`src/rtl/button_debounce.sv`:
```
// Multi-channel button synchroniser and debouncer with clean level and press/release strobes.
// Optional long-press detection is built when BUTTON_DEBOUNCE_LONG_PRESS_EN is defined.
module button_debounce #(
    parameter longint CLOCK_HZ         = 24_000_000,
    parameter int     NUMBER_OF_INPUTS = 8,
    parameter int     DEBOUNCE_MS      = 10,
    parameter bit     INPUT_ACTIVE_LOW = 1'b1,
    parameter int     LONG_PRESS_MS    = 1000
) (
    input  logic                        clock,
    input  logic                        reset_n,
    input  logic [NUMBER_OF_INPUTS-1:0] button_in,
    output logic [NUMBER_OF_INPUTS-1:0] button_level,
    output logic [NUMBER_OF_INPUTS-1:0] button_pressed,
    output logic [NUMBER_OF_INPUTS-1:0] button_released,
    output logic [NUMBER_OF_INPUTS-1:0] button_long
);

    localparam longint DEBOUNCE_RAW    = CLOCK_HZ / 1000 * longint'(DEBOUNCE_MS);
    localparam longint DEBOUNCE_CYCLES = (DEBOUNCE_RAW < 1) ? 1 : DEBOUNCE_RAW;
    localparam int     DB_W            = $clog2(DEBOUNCE_CYCLES + 1);
    localparam logic [DB_W-1:0] DB_LAST = DB_W'(DEBOUNCE_CYCLES - 1);

    localparam logic [NUMBER_OF_INPUTS-1:0] INACTIVE_PINS = {NUMBER_OF_INPUTS{INPUT_ACTIVE_LOW}};

    if (NUMBER_OF_INPUTS < 1 || DEBOUNCE_MS < 0 || LONG_PRESS_MS < 0) begin : g_bad_param
        $error("button_debounce: invalid parameter set");
    end

    logic [NUMBER_OF_INPUTS-1:0] sync1;
    logic [NUMBER_OF_INPUTS-1:0] sync2;
    logic [NUMBER_OF_INPUTS-1:0] raw;

    // Synchroniser resets to the idle pin level so reset release never looks like an edge.
    always_ff @(posedge clock or negedge reset_n) begin
        if (!reset_n) begin
            sync1 <= INACTIVE_PINS;
            sync2 <= INACTIVE_PINS;
        end else begin
            // NOTE: non-blocking assignments make sync2 take the old sync1, giving a true 2-stage chain.
            sync1 <= button_in;
            sync2 <= sync1;
        end
    end

    assign raw = sync2 ^ INACTIVE_PINS;

    for (genvar ch = 0; ch < NUMBER_OF_INPUTS; ch++) begin : g_channel
        logic [DB_W-1:0] db_count;
        logic            level_q;
        logic            pressed_q;
        logic            released_q;

        always_ff @(posedge clock or negedge reset_n) begin
            if (!reset_n) begin
                db_count   <= '0;
                level_q    <= 1'b0;
                pressed_q  <= 1'b0;
                released_q <= 1'b0;
            end else begin
                // NOTE: strobes default low every cycle so they can never stretch past one clock.
                pressed_q  <= 1'b0;
                released_q <= 1'b0;
                if (raw[ch] == level_q) begin
                    db_count <= '0;
                end else if (db_count == DB_LAST) begin
                    db_count   <= '0;
                    level_q    <= raw[ch];
                    pressed_q  <= raw[ch];
                    released_q <= ~raw[ch];
                end else begin
                    db_count <= db_count + DB_W'(1);
                end
            end
        end

        assign button_level[ch]    = level_q;
        assign button_pressed[ch]  = pressed_q;
        assign button_released[ch] = released_q;

`ifdef BUTTON_DEBOUNCE_LONG_PRESS_EN
        localparam longint LONG_RAW    = CLOCK_HZ / 1000 * longint'(LONG_PRESS_MS);
        localparam longint LONG_CYCLES = (LONG_RAW < 1) ? 1 : LONG_RAW;
        localparam int     LG_W        = $clog2(LONG_CYCLES + 1);
        localparam logic [LG_W-1:0] LONG_MAX  = LG_W'(LONG_CYCLES);
        localparam logic [LG_W-1:0] LONG_LAST = LG_W'(LONG_CYCLES - 1);

        logic [LG_W-1:0] hold_count;
        logic            long_q;

        // Saturating at LONG_CYCLES is what suppresses repeats while the button stays held.
        always_ff @(posedge clock or negedge reset_n) begin
            if (!reset_n) begin
                hold_count <= '0;
                long_q     <= 1'b0;
            end else begin
                long_q <= 1'b0;
                if (!level_q) begin
                    hold_count <= '0;
                end else if (hold_count != LONG_MAX) begin
                    hold_count <= hold_count + LG_W'(1);
                    long_q     <= (hold_count == LONG_LAST);
                end
            end
        end

        assign button_long[ch] = long_q;
`else
        assign button_long[ch] = 1'b0;
`endif
    end

endmodule
```
`config.mk`:
```
export PLATFORM = sky130hd
export DESIGN_NAME = button_debounce
export DESIGN_NICKNAME = d
export VERILOG_FILES = /design/src/rtl/button_debounce.sv
export SDC_FILE = /design/constraint.sdc
export NUM_CORES = 1
export LEC_CHECK = 0
export BUFFER_PORTS_ARGS = -buffer_cell sky130_fd_sc_hd__buf_2
export CAP_MARGIN = 25
export CELL_PAD_IN_SITES_DETAIL_PLACEMENT = 1
export CELL_PAD_IN_SITES_GLOBAL_PLACEMENT = 1
export CORE_ASPECT_RATIO = 0.7
export CORE_UTILIZATION = 50
export CTS_BUF_LIST = sky130_fd_sc_hd__clkbuf_8
export CTS_CLUSTER_SIZE = 40
export DETAILED_ROUTE_END_ITERATION = 16
export GPL_TIMING_DRIVEN = 1
export PLACE_DENSITY = 0.92
export SYNTH_ARGS = -nofsm -noshare
export SYNTH_HDL_FRONTEND = slang
export SYNTH_SLANG_ARGS = --single-unit
```
`constraint.sdc`:
```
create_clock -name clock -period 2.6 [get_ports clock]
set_input_delay 0.52 -clock clock [delete_from_list [all_inputs] [get_ports clock]]
set_output_delay 0.52 -clock clock [all_outputs]
set_load 0.03 [all_outputs]
```
==> out/metrics.yaml, run 1 <==
sta:
  relSlewSlack: 0.508
  worst_slew_pin_slew_ns: 0.738
  finalSetupTns_ns: 0
  period_share: 0.848
  rsz0062_at_grt: "no"
  fmax_mhz: 454
  hold_violations: 0
  layout_setup_ws_ns: 0.396
  maxSlewViolCount: 0
  post-route-min-period_ns: 2.20
  setup-violations-final: 0
  clock-skew-final_ns: 0.0168
clocking:
  clk_pin_slew_ns: 0.09
  cts_buffers: 17
  insertion_delay_ns: 0.48
  clock_path_buffers: 2
  cts_hold_buf: 0
  h-tree-depth: 4
  cts_sinks: 184
  post_cts_buffers: 0
  cts_tree: "yes"
  cts_root_buffer: "clkbuf_8"
  cts_resized: 0
worst_setup_path:
  end_kind: "register"
  cp-start-kind: "register"
  cp.arrival_ns: 2.54
  regToRegSetupSlack_ns: 0.40
  path_max_fanout: 15
  crit_type: "reg2reg"
  ff2ff_path_depth: 5
  cp_data_required_time_ns: 2.93
pwr:
  peakVddDrop_mv: 0.306
  cellPowerDensity_nw_per_um2: 526
  leakage_nw: 3.77
die:
  coreArea_um2: 17300
  dieWidth_um: 162
  initial_core_util: 0.515
  die_h_um: 114
  fp-row-count: 40
  io_pins: 42
  dieArea_um2: 18400
run:
  maxCapViolCount: 0
synth:
  post_synth_instance_area_um2: 8920
  ys_ff_latch: 184
  synth.area.top_cells: "dfrtp_1, xnor2_1, nor2_1"
  yosys.area.top_type: "dfrtp_1"
  synth_flop_cell: "dfrtp_1"
  ys_warn_count: 0
  synth_edf_count: 0
  synth_cells: 884
  synth_cell_types: 51
  syn_avg_cell_area_um2: 10.1
  synth-seq-area-share: 0.518
  synth_top_area_frac: 0.471
  ys_async_sr_fraction: 1.00
route:
  vias: 6538
  via_per_inst: 5.68
  drt_pass1_iterations: 4
  drtIter0Drc: 383
  antenna_left: 0
  routedWlPerCell_um: 17.3
  drt-total-wl_um: 19900
  drc_errors: 0
cells_and_area:
  layout_common_cells: "dfrtp_1, nor2_1, xnor2_1, nand4_1, nand2_1"
  area_delta_synth_final_pct: 7.27
  design_area_um2: 9570
  antenna_cells: 0
  fillerInstances: 1975
  layout_commonest_cell: "dfrtp_1"
  finalNetCount: 925
  drive_gt1_frac: 0.123
place:
  dp_hpwl_um: 14200
  io_buffers: 33
  preCtsSetupSlack_ns: 0.380
  dpl-instance-area_um2: 9190
  place.gp.congestion: 0.839
hold_path:
  hold_path_class: "in2async"
global_route:
  grt-ovfl-total: 0
  grt_pass1_wl_um: 34500
  grt_max_degree: 59
  grt_pass1_vias: 6923
  antenna_found_initial: 0
  track_usage: 0.237
run_status:
  status: "completed"
-- state kept, by name, summed over array words and instances, names as in the netlist --
| signal | count |
|---|---|
| g_channel.db_count | 144 |
| sync2 | 8 |
| g_channel.released_q | 8 |
| sync1 | 8 |
| g_channel.level_q | 8 |
| g_channel.pressed_q | 8 |
-- power by group --
group	internal, mW	total [mW]	switching, mW
Clock	0.829	1.86	1.03
Combinational	0.0618	0.208	0.146
Sequential	2.91	2.97	0.0529
Total	3.80	5.03	1.23
-- synth_stat cells, types with 7 or more instances --
| cell | count |
|---|---|
| ha_1 | 8 |
| o31ai_1 | 7 |
| xor2_1 | 30 |
| dfrtp_1 | 168 |
| nor3_1 | 37 |
| nor2_1 | 151 |
| nand3_1 | 44 |
| nor4_1 | 34 |
| dfstp_2 | 16 |
| and3_1 | 13 |
| a21oi_1 | 12 |
| xnor2_1 | 93 |
| or3_1 | 16 |
| inv_1 | 24 |
| o21ai_0 | 13 |
| nand4_1 | 51 |
| nand2_1 | 50 |
| buf_4 | 34 |
-- logic make-up (layout without fill, tap and decap cells) --
logic type                 Yosys count  count (layout)  synth area share
and+or+nand+nor                    446             446             0.260
adders and majority gates            8               8            0.0112
xor gates and xnor gates           123             123             0.121
DFF                                184             184             0.518
other                                1               8          0.000420
buffers and inverters               71             100            0.0467
AOI/OAI and AO/OA                   47              47            0.0376
muxes                                4               4           0.00449
-- layout make-up --
| cell class | instances | area (µm²) | share of cell area |
|---|---|---|---|
| clock buffer | 20 | 275 | 0.0288 |
| tap | 231 | 289 | 0.0302 |
| sequential | 184 | 4620 | 0.483 |
| clock inverter | 12 | 103 | 0.0107 |
| timing repair buffer | 44 | 282 | 0.0294 |
| inverter | 24 | 90.1 | 0.00941 |
| multi-input combinational | 636 | 3910 | 0.408 |
-- through the flow --
step / util / hold slack, ns / power (mW) / instances
2_1_floorplan: - / 0.224 / 3.12 / 891
3_3_place_gp: 0.531 / 0.345 / 3.21 / 1119
3_5_place_dp: 0.531 / 0.347 / 3.23 / 1119
4_1_cts: 0.553 / 0.0127 / 5.09 / 1151
5_1_grt: 0.553 / 0.0176 / 5.24 / 1151
6_report: 0.553 / 0.00248 / 5.03 / 1151
-- worst max-delay path: stages (launching register included) --
cell,delay (ns)
dfrtp_1,0.44
ha_1,0.24
nand4_1,0.25
or2_2,0.42
o31ai_4,0.58
nor2_1,0.14
-- layer usage --
layer	part of all wire	GRT usage	routed length, µm	vias up
li1	-	-	-	3083
met1	0.48	0.324	9590	3332
met2	0.47	0.381	9470	95
met3	0.026	0.0382	517	28
met4	0.019	0.0906	370	0
met5	0	0	0	-
-- worst paths after layout --
kind	start	end
max reg2reg	g_channel[5].db_count[0]	g_channel[5].db_count[3]
min in group clock	button_in[3]	sync1[3]
max	g_channel[5].db_count[0]	g_channel[5].db_count[3]
min reg2reg	sync1[0]	sync2[0]
max in group asynchronous	reset_n	sync2[7]
min	reset_n	g_channel[2].db_count[15]
(Power assumes the default switching activity.)
==> inputs of run 2 (changes only) <==
--- a/config.mk
+++ b/config.mk
@@ -5,17 +5,18 @@
 export SDC_FILE = /design/constraint.sdc
 export NUM_CORES = 1
 export LEC_CHECK = 0
+export ABC_AREA = 1
 export BUFFER_PORTS_ARGS = -buffer_cell sky130_fd_sc_hd__buf_2
 export CAP_MARGIN = 25
 export CELL_PAD_IN_SITES_DETAIL_PLACEMENT = 1
 export CELL_PAD_IN_SITES_GLOBAL_PLACEMENT = 1
 export CORE_ASPECT_RATIO = 0.7
-export CORE_UTILIZATION = 50
+export CORE_UTILIZATION = 44
 export CTS_BUF_LIST = sky130_fd_sc_hd__clkbuf_8
 export CTS_CLUSTER_SIZE = 40
 export DETAILED_ROUTE_END_ITERATION = 16
 export GPL_TIMING_DRIVEN = 1
-export PLACE_DENSITY = 0.92
+export PLACE_DENSITY = 0.9
 export SYNTH_ARGS = -nofsm -noshare
 export SYNTH_HDL_FRONTEND = slang
 export SYNTH_SLANG_ARGS = --single-unit
==> constraint.sdc (replaced) <==
create_clock -name clock -period 1.85 [get_ports clock]
set_input_delay 0.37 -clock clock [delete_from_list [all_inputs] [get_ports clock]]
set_output_delay 0.37 -clock clock [all_outputs]
set_load 0.03 [all_outputs]
==> out/metrics.yaml, run 2 <==
die:
  initial_core_util: 0.450  # -0.0650
  fp-row-count: 45  # +13%
  die_h_um: 127  # +11%
  io_pins: 42  # unchanged
  coreArea_um2: 21700  # +26%
  dieWidth_um: 180  # +11%
  dieArea_um2: 22800  # +24%
cells_and_area:
  final_core_util: 0.491  # -0.0614
  antenna_cells: 0  # unchanged
  layout_commonest_cell: "nor2_1"
  area_delta_synth_final_pct: 9.10
  finalNonFillerCells: 1548  # +34%
  regMostFlops: "g_channel.db_count"
  design_area_um2: 10700  # +12%
  finalNetCount: 1271  # +37%
  layout_common_cells: "nor2_1, nand2_1, dfrtp_1, inv_1, nand3_1"
  fillerInstances: 2671  # +35%
  largest_reg_flops: 144  # unchanged
  drive_gt1_frac: 0.188  # +0.0652
clocking:
  cts_hold_buf: 9  # +9
  post_cts_buffers: 0  # unchanged
  cts_sinks: 184  # unchanged
  cts_tree: "yes"
  clock_path_buffers: 2  # unchanged
  h-tree-depth: 4  # unchanged
  cts_buffers: 17  # unchanged
  cts_resized: 0  # unchanged
  cts_root_buffer: "clkbuf_8"
  insertion_delay_ns: 0.49  # about the same
  clk_pin_slew_ns: 0.11  # +0.02 ns
worst_setup_path:
  cp_slowest_cell: "dfrtp_1"
  cp.arrival_ns: 1.95  # -0.59 ns
  ff2ff_path_depth: 9  # +4
  cp-start-kind: "register"
  end_kind: "register"
  path_max_fanout: 4  # -11
  path_cells: "ha_1, nand2_1, nor2_2, nand2_2, nor2_2, nand2_1, nand2_1, nand2_1, nor2_1"
  crit_type: "reg2reg"
  crit_top_cell: "nand2_1"
  max_stage_delay_ns: 0.41  # -0.17 ns
  cp_data_required_time_ns: 2.25  # -0.68 ns
synth:
  ys_async_sr_fraction: 1.00  # unchanged
  synth.area.top_cells: "dfrtp_1, nor2_1, nand2_1"
  syn_avg_cell_area_um2: 8.13  # -19%
  synthTopCellsByCount: "nor2_1, nand2_1, dfrtp_1, inv_1, nand3_1"
  synthSimpleGateAreaFrac: 0.349  # +0.0887
  post_synth_fa_ha_maj_area_fraction: 0.0102  # -0.000990
  synth-compound-area-share: 0.0262  # -0.0114
  post_synth_instance_area_um2: 9780  # +9.7%
  synth_cells: 1204  # +36%
  ys_ff_latch: 184  # unchanged
  synth-xor-area-share: 0.0609  # -0.0599
  synth-seq-area-share: 0.473  # -0.0457
  yosysMostFrequentCell: "nor2_1"
  synth_edf_count: 0  # unchanged
  synthMuxAreaShare: 0  # -0.00449
  yosys.area.top_type: "dfrtp_1"
  ys_warn_count: 0  # unchanged
  synth_flop_cell: "dfrtp_1"
  synth_cell_types: 31  # -39%
  synth_top_area_frac: 0.430  # -0.0416
  synth_top_family_by_area: "simple AND/OR/NAND/NOR gates"
route:
  drtIter0Drc: 397  # +3.7%
  via_per_inst: 4.98  # -12%
  antenna_left: 0  # unchanged
  drc_errors: 0  # unchanged
  drt-total-wl_um: 22700  # +14%
  vias: 7713  # +18%
  routedWlPerCell_um: 14.7  # -15%
  drt_pass1_iterations: 5  # +1
place:
  preCtsSetupSlack_ns: 0.325  # -0.0555 ns
  place.gp.congestion: 0.869  # +3.6%
  io_buffers: 33  # unchanged
  dp.cells: 1507  # +35%
  dpl-instance-area_um2: 10200  # +11%
  dp_hpwl_um: 17200  # +21%
pwr:
  peakVddDrop_mv: 0.451  # +48%
  leakage_nw: 4.71  # +25%
  power_mw: 7.06  # +40%
  cellPowerDensity_nw_per_um2: 662  # +26%
hold_path:
  hold_path_class: "reg2reg"
  min_path_cells: 0
sta:
  hold_violations: 0  # unchanged
  post-route-min-period_ns: 1.55  # -0.651 ns
  finalSetupTns_ns: 0  # unchanged
  layout_setup_ws_ns: 0.297  # -0.0994 ns
  maxSlewViolCount: 0  # unchanged
  rsz0062_at_grt: "no"
  hold_slack_ns: 0.360  # +0.358 ns
  period_share: 0.840  # -0.00800
  setup-violations-final: 0  # unchanged
  clock-skew-final_ns: 0.0152  # -0.00160 ns
  fmax_mhz: 644  # +42%
global_route:
  track_usage: 0.215  # -0.0213
  grt_pass1_vias: 8124  # +17%
  grt_pass1_wl_um: 39900  # +16%
  grt-ovfl-total: 0  # unchanged
  antenna_found_initial: 0  # unchanged
  grt_max_degree: 53  # -10%
run:
  maxCapViolCount: 0  # unchanged
run_status:
  status: "completed"
-- run 2: cell count changes in the layout (fill, tap and decap cells not counted), moves of 14 or more --
cell / delta
nor3_1: -21
nor4_1: -34
inv_1: +98
or3_1: -16
inv_2: +23
nand2_1: +160
nand4_1: -33
nand2_2: +22
nand3_1: +31
nor2_2: +60
xnor2_1: -70
nor2_4: +14
xor2_1: +15
nor2_1: +123
-- run 2: cell families (layout without fill, tap and decap cells) --
logic type / after synthesis / in the layout
DFF: 184 / 184
and+or+nand+nor: 718 / 718
adders and majority gates: 8 / 8
xor gates and xnor gates: 68 / 68
other: 1 / 8
buffers and inverters: 178 / 233
AOI/OAI and AO/OA: 47 / 47
-- run 2: final cells by class --
cell class | instances | area, µm² | share of cell area
inverters | 146 | 548 | 0.0513
repair buffers | 55 | 387 | 0.0362
clock buffers | 17 | 234 | 0.0219
clock inverters | 15 | 131 | 0.0123
well taps | 282 | 353 | 0.0331
flip-flops and latches | 184 | 4620 | 0.433
multi-input cells | 849 | 4400 | 0.412
-- run 2: path summary, 6_finish.rpt --
path	from	to	slack [ns]
max	g_channel[1].db_count[0]	g_channel[1].db_count[10]	0.30
min	sync1[5]	sync2[5]	0.36
max reg2reg	g_channel[1].db_count[0]	g_channel[1].db_count[10]	0.30
min reg2reg	sync1[5]	sync2[5]	0.36
max in group asynchronous	reset_n	sync1[1]	0.73
min in group asynchronous	reset_n	g_channel[7].db_count[17]	0.41
-- run 2: layer usage --
metal	part of all wire	global-route usage	wire, µm
met5	0	0	0
met4	0.010	0.0628	229
met3	0.024	0.0342	540
met2	0.48	0.359	10900
met1	0.49	0.291	11100
-- run 2: critical path: cells and delay by family (launching register included) --
kind	cells	cell delay, ns
AND/OR/NAND/NOR	8	0.89
adder cells (fa/ha/maj)	1	0.18
flip-flops	1	0.41
-- run 2: power by group --
group	switching, mW	total, mW	internal, mW	leakage, nW
registers	0.0511	4.14	4.09	2.50
logic	0.229	0.329	0.100	2.03
clock network	1.60	2.59	0.987	0.191
==> inputs of run 3 (changes only) <==
--- a/config.mk
+++ b/config.mk
@@ -5,18 +5,18 @@
 export SDC_FILE = /design/constraint.sdc
 export NUM_CORES = 1
 export LEC_CHECK = 0
-export ABC_AREA = 1
+export ABC_AREA = 0
 export BUFFER_PORTS_ARGS = -buffer_cell sky130_fd_sc_hd__buf_2
 export CAP_MARGIN = 25
 export CELL_PAD_IN_SITES_DETAIL_PLACEMENT = 1
 export CELL_PAD_IN_SITES_GLOBAL_PLACEMENT = 1
 export CORE_ASPECT_RATIO = 0.7
-export CORE_UTILIZATION = 44
+export CORE_UTILIZATION = 50
 export CTS_BUF_LIST = sky130_fd_sc_hd__clkbuf_8
 export CTS_CLUSTER_SIZE = 40
 export DETAILED_ROUTE_END_ITERATION = 16
 export GPL_TIMING_DRIVEN = 1
-export PLACE_DENSITY = 0.9
+export PLACE_DENSITY = 0.92
 export SYNTH_ARGS = -nofsm -noshare
 export SYNTH_HDL_FRONTEND = slang
 export SYNTH_SLANG_ARGS = --single-unit
==> constraint.sdc (replaced) <==
create_clock -name clock -period 1.5 [get_ports clock]
set_input_delay 0.3 -clock clock [delete_from_list [all_inputs] [get_ports clock]]
set_output_delay 0.3 -clock clock [all_outputs]
set_load 0.03 [all_outputs]
==> out/metrics.yaml, run 3 <==
place:
  dpl-instance-area_um2: 10700  # +5.1%
  preCtsSetupSlack_ns: -0.317  # -0.642 ns
  place.gp.congestion: 0.859  # -1.1%
  dp_hpwl_um: 20700  # +20%
  io_buffers: 33  # unchanged
clocking:
  h-tree-depth: 4  # unchanged
  cts_buffers: 17  # unchanged
  clock_path_buffers: 2  # unchanged
  cts_root_buffer: "clkbuf_8"
  cts_sinks: 184  # unchanged
synth:
  synth.area.top_cells: "dfrtp_1, xnor2_1, nor2_1"
  synthTopCellsByCount: "dfrtp_1, nor2_1, xnor2_1, nand4_1, nand2_1"
  synth-seq-area-share: 0.518  # +0.0457
  synthSimpleGateAreaFrac: 0.260  # -0.0887
  synth_top_family_by_area: "simple AND/OR/NAND/NOR gates"
  yosysMostFrequentCell: "dfrtp_1"
  synth_cell_types: 51  # +65%
  yosys.area.top_type: "dfrtp_1"
  ys_ff_latch: 184  # unchanged
  synth-compound-area-share: 0.0376  # +0.0114
  synth_top_area_frac: 0.471  # +0.0416
  syn_avg_cell_area_um2: 10.1  # +24%
  ys_warn_count: 0  # unchanged
  post_synth_fa_ha_maj_area_fraction: 0.0112  # +0.000990
  synth_cells: 884  # -27%
  synth-xor-area-share: 0.121  # +0.0599
  synth_flop_cell: "dfrtp_1"
  ys_async_sr_fraction: 1.00  # unchanged
  synth_edf_count: 0  # unchanged
  post_synth_instance_area_um2: 8920  # -8.8%
  synthMuxAreaShare: 0.00449  # +0.00449
sta:
  worstEpCategory: "register data pin"
  timing.grt.repair.worst_endpoint: "g_channel[5].db_count[9]$_DFF_PN0_/D"
die:
  io_pins: 42  # unchanged
  dieWidth_um: 162  # -10%
  initial_core_util: 0.515  # +0.0650
  die_h_um: 114  # -10%
  fp-row-count: 40  # -11%
global_route:
  grt_max_degree: 48
  antenna_found_initial: 10
run_status:
  failed_stage: "global routing"
  status: "did not finish"
  error_line: "[ERROR DPL-0033] detailed placement checks failed during check placement."
[run 3: changes by cell type after synthesis, moves of 33 or more]
cell / change
inv_1: -99
xnor2_1: +70
nand2_1: -160
nand4_1: +33
nor2_1: -123
nor2_2: -60
nor4_1: +34
[run 3: logic make-up after synthesis]
family          count (synthesis)
buf+inv                        71
xor+xnor                      123
mux                             4
other cells                     1
fa+ha+maj                       8
compound gates                 47
simple gates                  446
flops                         184
[run 3: metrics by stage]
step            util  cells  TNS, ns
4_1_cts        0.702   1361   -23.69
3_5_place_dp   0.620   1293   -23.26
3_3_place_gp   0.620   1293    -6.39
2_1_floorplan      -    891   -12.93
[run 3: repair_timing]
action                                  4_1_cts
buffers inserted                             27
pin swaps                                    53
gates cloned                                  3
hold endpoints to repair                     39
endpoints found under the setup margin      158
resized for setup                           183
hold buffers                                  9
==> inputs of run 4 (changes only) <==
==> config.mk (replaced) <==
export PLATFORM = sky130hd
export DESIGN_NAME = button_debounce
export DESIGN_NICKNAME = d
export VERILOG_FILES = /design/src/rtl/button_debounce.sv
export SDC_FILE = /design/constraint.sdc
export NUM_CORES = 1
export LEC_CHECK = 0
export ABC_AREA = 0
export BUFFER_PORTS_ARGS = -buffer_cell sky130_fd_sc_hd__buf_2
export CAP_MARGIN = 25
export CORE_UTILIZATION = 35
export DETAILED_ROUTE_END_ITERATION = 16
export GPL_TIMING_DRIVEN = 1
export PLACE_DENSITY_LB_ADDON = 0.15
export SYNTH_ARGS = -nofsm -noshare
export SYNTH_HDL_FRONTEND = slang
export SYNTH_SLANG_ARGS = --single-unit
==> out/metrics.yaml, run 4 (synthesis results as in run 1) <==
run_status:
  status: "finished, violations left"
  violations: "negative setup slack"
clocking:
  clk_pin_slew_ns: 0.07
  insertion_delay_ns: 0.43
  cts_root_buffer: "clkbuf_16"
  cts_buffers: 17  # unchanged
  cts_tree: "yes"
  h-tree-depth: 4  # unchanged
  cts_sinks: 184  # unchanged
  clock_path_buffers: 2  # unchanged
route:
  drt_pass1_iterations: 4
  drc_errors: 0
  drt-total-wl_um: 19200
  routedWlPerCell_um: 13.1
  drtIter0Drc: 251
  via_per_inst: 4.79
  vias: 7020
  antenna_left: 0
worst_setup_path:
  path_max_fanout: 4
  startpoint: "g_channel[5].db_count[9]"
  cp_top_family: "simple AND/OR/NAND/NOR gates"
  max_stage_delay_ns: 0.46
  cp.arrival_ns: 2.00
  path_cells: "nand4bb_1, or4_4, or3_4, and3_1"
  critPathBufInv: 0
  r2r_end: "g_channel[5].db_count[1]"
  cp_data_required_time_ns: 1.82
  cp-start-kind: "register"
  end_kind: "register"
  cp_slowest_cell: "or4_4"
  regToRegStartpoint: "g_channel[5].db_count[9]"
  regToRegSetupSlack_ns: -0.18
  crit_type: "reg2reg"
  ff2ff_path_depth: 4
run:
  maxCapViolCount: 0
place:
  dp_hpwl_um: 13300  # -36%
  io_buffers: 33  # unchanged
  place.gp.congestion: 0.790  # -8.1%
  dpl-instance-area_um2: 10900  # +1.2%
die:
  dieArea_um2: 26100
  coreArea_um2: 25100
  initial_core_util: 0.355  # -0.160
  fp-row-count: 58  # +45%
  io_pins: 42  # unchanged
  dieWidth_um: 162  # unchanged
  die_h_um: 162  # +42%
global_route:
  grt_pass1_wl_um: 33000
  antenna_found_initial: 0
  grt_max_degree: 36
  track_usage: 0.155
  grt-ovfl-total: 0
  grt_pass1_vias: 7005
cells_and_area:
  register_area_um2: 4640
  design_area_um2: 12500
  antenna_cells: 0
  fillerInstances: 2345
  drive_gt1_frac: 0.408
  finalNetCount: 1142
  multi_input_area_um2: 4670
  layout_commonest_cell: "buf_4"
  layout_common_cells: "buf_4, dfrtp_1, xnor2_1, nor2_1, nand4_1"
  largest_reg_flops: 144
  regMostFlops: "g_channel.db_count"
  area_delta_synth_final_pct: 40.2
sta:
  post-route-min-period_ns: 1.68
  clock-skew-final_ns: 0.0118
  period_share: 1.12
  layout_setup_ws_ns: -0.181
  maxSlewViolCount: 0
  fmax_mhz: 595
  hold_violations: 0
  finalSetupTns_ns: -11.02
  setup-violations-final: 139
  rsz0062_at_grt: "yes"
pwr:
  cellPowerDensity_nw_per_um2: 830
  peakVddDrop_mv: 0.481
  leakage_nw: 5.07
hold_path:
  hold_path_class: "in2async"
[run 4: cell type report]
cell class	instances	area share
clock buffers	19	0.0354
clock inverters	13	0.0136
inverters	24	0.00720
multi-input cells	636	0.374
flip-flops and latches	184	0.371
well taps	330	0.0330
repair buffers	261	0.167
[run 4: metrics by stage]
step,util,setup slack [ns],instances,hold slack [ns],power (mW)
final,0.498,-0.181,1467,0.297,10.4
after global placement,0.433,-0.168,1398,0.175,5.73
after CTS,0.476,-0.168,1452,0.286,10.5
after global routing,0.498,-0.236,1467,0.285,10.8
after detailed placement,0.433,-0.186,1398,0.178,5.73
after floorplan,-,-0.255,891,0.00441,5.43
[run 4: what timing repair did]
item | 4_1_cts | 5_1_grt
gates cloned | 1 | 1
pin swaps | 32 | 37
setup endpoints to repair | 151 | 156
resized for setup | 73 | 112
hold buffers | 9 | 0
buffers inserted | 12 | 16
endpoints found under the hold margin | 139 | 0
[run 4: how the worst max path moves through the flow]
stage | slack [ns] | endpoint | cells after the start
after global placement | -0.17 | g_channel[1].db_count[1] | 3
after detailed placement | -0.19 | g_channel[1].db_count[1] | 3
after global routing | -0.24 | g_channel[2].db_count[8] | 5
after floorplan | -0.25 | g_channel[7].db_count[1] | 5
final | -0.18 | g_channel[5].db_count[1] | 4
after CTS | -0.17 | g_channel[1].db_count[17] | 4
[run 4: where the power goes]
| group | switching, mW | internal [mW] | total [mW] |
|---|---|---|---|
| sequential | 0.0719 | 5.05 | 5.13 |
| clock | 1.96 | 2.69 | 4.65 |
| combinational | 0.335 | 0.274 | 0.609 |
| total | 2.37 | 8.02 | 10.4 |
[run 4: worst register-to-register path, stage by stage (launching register included)]
cell,delay [ns]
dfrtp_1,0.38
nand4bb_1,0.19
or4_4,0.46
or3_4,0.39
and3_1,0.16
[run 4: per-layer routing]
metal / wire [µm] / track usage
met1: 9190 / 0.209
met2: 9350 / 0.253
met3: 400 / 0.0299
met4: 221 / 0.0416
met5: 0 / 0
